## src/rtl/decmuxadd_result_collector.sv

```systemverilog
// Batch summariser for DecMuxAdd2 samples: saturating {Co,S} sum, max muxout, decout OR-mask, count.
// Optional decoder one-hot checker enabled by DECOUT_CHECK_EN.
module decmuxadd_result_collector #(
  parameter int BATCH_LEN = 8,
  parameter int ACC_W     = 16
) (
  input  logic             clk,
  input  logic             rst_n,
  input  logic             in_valid,
  output logic             in_ready,
  input  logic [15:0]      decout,
  input  logic [3:0]       muxout,
  input  logic [3:0]       S,
  input  logic             Co,
  input  logic             flush,
  output logic             out_valid,
  input  logic             out_ready,
  output logic [ACC_W-1:0] out_sum,
  output logic             out_sat,
  output logic [3:0]       out_max,
  output logic [15:0]      out_mask,
  output logic [7:0]       out_count,
  output logic             dec_err,
  output logic [7:0]       dec_err_cnt
);

  typedef enum logic [1:0] {IDLE, ACCUM, HOLD} state_t;

  state_t           state, state_nxt;
  logic [ACC_W-1:0] acc, acc_nxt;
  logic             sat, sat_nxt;
  logic [3:0]       mx, mx_nxt;
  logic [15:0]      mask, mask_nxt;
  logic [7:0]       cnt, cnt_nxt;
  logic [ACC_W:0]   sum_w;
  logic             accept, take, close;

  assign in_ready  = (state != HOLD);
  assign out_valid = (state == HOLD);
  assign accept    = in_valid && in_ready;
  assign take      = out_valid && out_ready;
  assign sum_w     = {1'b0, acc} + {{(ACC_W-4){1'b0}}, Co, S};

  // Sample data only reaches the state through the accept-gated muxes, so X data with in_valid=0 is harmless.
  always_comb begin
    acc_nxt  = acc;
    sat_nxt  = sat;
    mx_nxt   = mx;
    mask_nxt = mask;
    cnt_nxt  = cnt;
    if (accept) begin
      acc_nxt  = sum_w[ACC_W] ? {ACC_W{1'b1}} : sum_w[ACC_W-1:0];
      sat_nxt  = sat | sum_w[ACC_W];
      mx_nxt   = (muxout > mx) ? muxout : mx;
      mask_nxt = mask | decout;
      cnt_nxt  = cnt + 8'd1;
    end
    close = (state != HOLD) &&
            ((cnt_nxt == 8'(BATCH_LEN)) || (flush && (cnt_nxt != 8'd0)));
  end

  always_comb begin
    state_nxt = state;
    case (state)
      IDLE:    if (close) state_nxt = HOLD; else if (accept) state_nxt = ACCUM;
      ACCUM:   if (close) state_nxt = HOLD;
      HOLD:    if (take)  state_nxt = IDLE;
      default: state_nxt = IDLE;
    endcase
  end

  always_ff @(posedge clk or negedge rst_n) begin
    if (!rst_n) state <= IDLE;
    else        state <= state_nxt;
  end

  always_ff @(posedge clk or negedge rst_n) begin
    if (!rst_n) begin
      acc  <= '0;
      sat  <= 1'b0;
      mx   <= '0;
      mask <= '0;
      cnt  <= '0;
    end else if (take) begin
      acc  <= '0;
      sat  <= 1'b0;
      mx   <= '0;
      mask <= '0;
      cnt  <= '0;
    end else begin
      acc  <= acc_nxt;
      sat  <= sat_nxt;
      mx   <= mx_nxt;
      mask <= mask_nxt;
      cnt  <= cnt_nxt;
    end
  end

  // Summary registers load only on the closing edge, so they stay put through backpressure.
  always_ff @(posedge clk or negedge rst_n) begin
    if (!rst_n) begin
      out_sum   <= '0;
      out_sat   <= 1'b0;
      out_max   <= '0;
      out_mask  <= '0;
      out_count <= '0;
    end else if (close) begin
      out_sum   <= acc_nxt;
      out_sat   <= sat_nxt;
      out_max   <= mx_nxt;
      out_mask  <= mask_nxt;
      out_count <= cnt_nxt;
    end
  end

`ifdef DECOUT_CHECK_EN
  logic multi_hot;
  // Clearing the lowest set bit leaves something only when two or more bits are set.
  assign multi_hot = |(decout & (decout - 16'd1));

  always_ff @(posedge clk or negedge rst_n) begin
    if (!rst_n) begin
      dec_err     <= 1'b0;
      dec_err_cnt <= '0;
    end else if (accept && multi_hot) begin
      dec_err <= 1'b1;
      if (dec_err_cnt != 8'hFF) dec_err_cnt <= dec_err_cnt + 8'd1;
    end
  end
`else
  assign dec_err     = 1'b0;
  assign dec_err_cnt = '0;
`endif

endmodule

```

## config.mk

```make
export PLATFORM = sky130hd
export DESIGN_NAME = decmuxadd_result_collector
export DESIGN_NICKNAME = d
export VERILOG_FILES = /design/src/rtl/decmuxadd_result_collector.sv
export SDC_FILE = /design/constraint.sdc
export NUM_CORES = 1
export LEC_CHECK = 0
export CAP_MARGIN = 20
export CORE_MARGIN = 2
export CORE_UTILIZATION = 40
export CTS_BUF_LIST = sky130_fd_sc_hd__clkbuf_4
export DETAILED_ROUTE_END_ITERATION = 8
export PLACE_DENSITY = 0.7
export SLEW_MARGIN = 25
export SYNTH_ARGS = -nofsm -noshare
export SYNTH_HDL_FRONTEND = slang
export SYNTH_SLANG_ARGS = --single-unit
```

## constraint.sdc

```tcl
create_clock -name clk -period 3.3 [get_ports clk]
set_clock_uncertainty 0.1 [all_clocks]
set_input_delay 0.66 -clock clk [delete_from_list [all_inputs] [get_ports clk]]
set_output_delay 0.66 -clock clk [all_outputs]
set_load 0.03 [all_outputs]
```

==> flow_summary.json, run 1 <==
{
  "synthMuxAreaShare": 0.125,
  "synthTopCellsByArea": "dfrtp_1 53%, mux2i_1 9.2%, a21oi_1 3.9%",
  "setup_tns_ns": 0,
  "rows": 38,
  "power_frac_clock": 0.117,
  "rsz0062_at_grt": "no",
  "cts_buffers": 9,
  "report.final.slew_viol_count": 0,
  "die_x_um": 109,
  "reg2reg_to": "out_mask[8]",
  "synth_compound_area_frac": 0.0841,
  "fmaxAchievable_mhz": 353,
  "vdd_drop_max_mv": 0.646,
  "final.period_utilization": 0.858,
  "power_density_nw_per_um2": 859,
  "overflow": 0,
  "synth_ff_type": "dfrtp_1",
  "die_area_um2": 11800,
  "combPwrFrac": 0.519,
  "core_area_um2": 10700,
  "clock_latency_ns": 0.44,
  "start_util": 0.407,
  "status": "finished clean",
  "min_period_ns": 2.83,
  "crit_arrival_ns": 3.06,
  "layout-drive-gt1-share": 0.0858,
  "synth_most_common_cell": "dfrtp_1",
  "synth_area_um2": 4370,
  "grtUsageTotal": 0.164,
  "p_switching_mw": 1.97,
  "slew-limit-headroom": 0.598,
  "synthAdderAreaFrac": 0.0332,
  "synthArstFlopShare": 1.00,
  "required_ns": 3.53,
  "ctsResizeCount": 0,
  "synthTopCellsByCount": "92 x dfrtp_1, 42 x nor2_1, 40 x inv_1, 40 x mux2i_1, 34 x a21oi_1",
  "fin_nets": 537,
  "hp-class": "primary input to asynchronous set/reset pin",
  "grt_pass1_wl_um": 15000,
  "grt_pass1_vias": 3235,
  "ys_seq_elements": 92,
  "r2r_cells": 9,
  "syn_area_per_cell_um2": 10.7,
  "crit_type": "primary input to flip-flop",
  "tightest_slew_ns": 0.603,
  "antennaDiodeCount": 0,
  "ant_nets": 0,
  "start_kind": "primary input",
  "crit_fanout": 15,
  "hold_viol_final": 0,
  "antenna_found_initial": 0,
  "r2r_setup_slack_ns": 0.53,
  "fp.dieH_um": 109,
  "synth_top_family_by_area": "simple AND/OR/NAND/NOR gates",
  "yosys.area.top_type": "dfrtp_1",
  "cts.clk_slew.worst_paths_ns": 0.15,
  "synth_xor_area_frac": 0.0341,
  "via_per_inst": 4.97,
  "post-cts-setup-buffer-count": 0,
  "yosys_warnings": 0,
  "syn2layout_area_growth_pct": 25.4,
  "finalSetupViolations": 0,
  "ioPinCount": 86,
  "post_drt_wl_per_cell_um": 14.2,
  "cts-hold-fix-buffers": 0,
  "drv_cap": 0,
  "synth-edff-count": 0,
  "drtIter0Drc": 90,
  "synth.top_cell.area_share": 0.527,
  "yosys.area_share.simple": 0.126,
  "drc": 0,
  "p_leak_nw": 2.55,
  "p_seq_frac": 0.363,
  "synth_cell_types": 53,
  "clockBufferDepth": 2,
  "intPower_mw": 2.74,
  "endpoint_kind": "flip-flop",
  "wl_um": 9130,
  "syn_inst": 410,
  "nFillCells": 1042,
  "p_sw_frac": 0.417,
  "yosysSeqAreaShare": 0.527,
  "dp_hpwl_um": 6410,
  "worst_hold_slack_ns": 0.110,
  "htree_levels": 3,
  "drt-pass1-iter-count": 4,
  "cts_root_buf": "clkbuf_4",
  "routed-via-count": 3187,
  "clkSinkCount": 92,
  "cts_tree": "yes",
  "grt_max_degree": 48,
  "regToRegStartpoint": "cnt[0]",
  "io_buffers": 76,
  "routabilityCongestion": 0.837
}
-- power groups by stage --
stage               combinational, mW  sequential [mW]  clock [mW]
global placement                 2.40             1.72           0
floorplan                        1.29             2.04           0
CTS                              2.48             1.71       0.585
global route                     2.66             1.75       0.627
finish                           2.45             1.71       0.552
detailed placement               2.47             1.73           0
-- cell type report --
cell class | instances | area, um2 | share of cell area
Clock buffer | 9 | 67.6 | 0.0123
Clock inverter | 7 | 51.3 | 0.00935
Inverter | 41 | 154 | 0.0281
Multi-Input combinational cell | 260 | 1790 | 0.327
Sequential cell | 92 | 2300 | 0.420
Tap cell | 140 | 175 | 0.0319
Timing Repair Buffer | 92 | 941 | 0.172
-- through the flow --
| stage | setup slack (ns) | utilization | power (mW) | cell area [um2] | std cells |
|---|---|---|---|---|---|
| final | 0.467 | 0.510 | 4.71 | 5480 | 641 |
| after CTS | 0.489 | 0.510 | 4.78 | 5480 | 641 |
| after global placement | 0.0697 | 0.499 | 4.12 | 5370 | 625 |
| after detailed placement | 0.0173 | 0.499 | 4.19 | 5370 | 625 |
| after floorplan | 0.201 | - | 3.32 | 4400 | 418 |
| after global routing | 0.369 | 0.510 | 5.04 | 5480 | 641 |
-- worst max-delay path: stages --
cell and delay (ns):
clkdlybuf4s50_1 0.41, ha_1 0.22, fa_1 0.41, a211o_1 0.28
a21oi_1 0.20, or2_2 0.16, or3_1 0.16, buf_12 0.15
o211ai_1 0.10, mux2_1 0.31
-- placed cells by master (no fill, tap or decap), drive strengths merged, types with 3 or more instances in the layout --
cell type      instances
nand3                  7
xor2                   6
nand4b                 3
conb                   9
o211ai                 3
mux2i                 40
ha                    10
nor3                   6
nor2                  43
o21ai                  5
clkinv                 5
nand2                 27
inv                   43
clkbuf                 9
dfrtp                 92
buf                   17
clkdlybuf4s50         75
mux2                  13
and2                   3
nor2b                  6
nand4                  3
xnor2                 11
a21oi                 34
-- how the worst max path moves through the flow --
stage | start | to | cells past startpoint
floorplan | S[0] | out_sum[13] | 10
global placement | S[0] | out_sum[4] | 10
detailed placement | S[0] | out_sum[3] | 10
CTS | state[1] | out_valid | 3
global route | cnt[0] | out_mask[15] | 9
finish | S[0] | out_sum[3] | 10
-- flip-flops by register name (all words and copies together) (netlist names) --
register,flops
acc,16
mask,16
out_mask,16
out_sum,16
cnt,8
out_count,8
mx,4
out_max,4
state,2
out_sat,1
sat,1
-- layer usage --
metal | global-route usage | up-vias | share of wire
met4 | 0.0412 | 0 | 0.010
met1 | 0.192 | 1587 | 0.44
li1 | - | 1530 | -
met5 | 0 | - | 0
met3 | 0.0470 | 8 | 0.050
met2 | 0.293 | 62 | 0.50
-- cell families after synthesis --
kind of cell / after synthesis
buffers and inverters: 66
DFF: 92
AOI/OAI and AO/OA: 60
and+or+nand+nor: 110
muxes: 53
adders and majority gates: 11
other: 1
xor gates and xnor gates: 17
(Power assumes the default switching activity.)
==> run 2, diff against run 1 <==
--- a/config.mk
+++ b/config.mk
@@ -5,6 +5,7 @@
 export SDC_FILE = /design/constraint.sdc
 export NUM_CORES = 1
 export LEC_CHECK = 0
+export ABC_CLOCK_PERIOD_IN_PS = 3300
 export CAP_MARGIN = 20
 export CORE_MARGIN = 2
 export CORE_UTILIZATION = 40
==> results of run 2 <==
No change in the layout: final DEF, timing and power equal those of run 1.
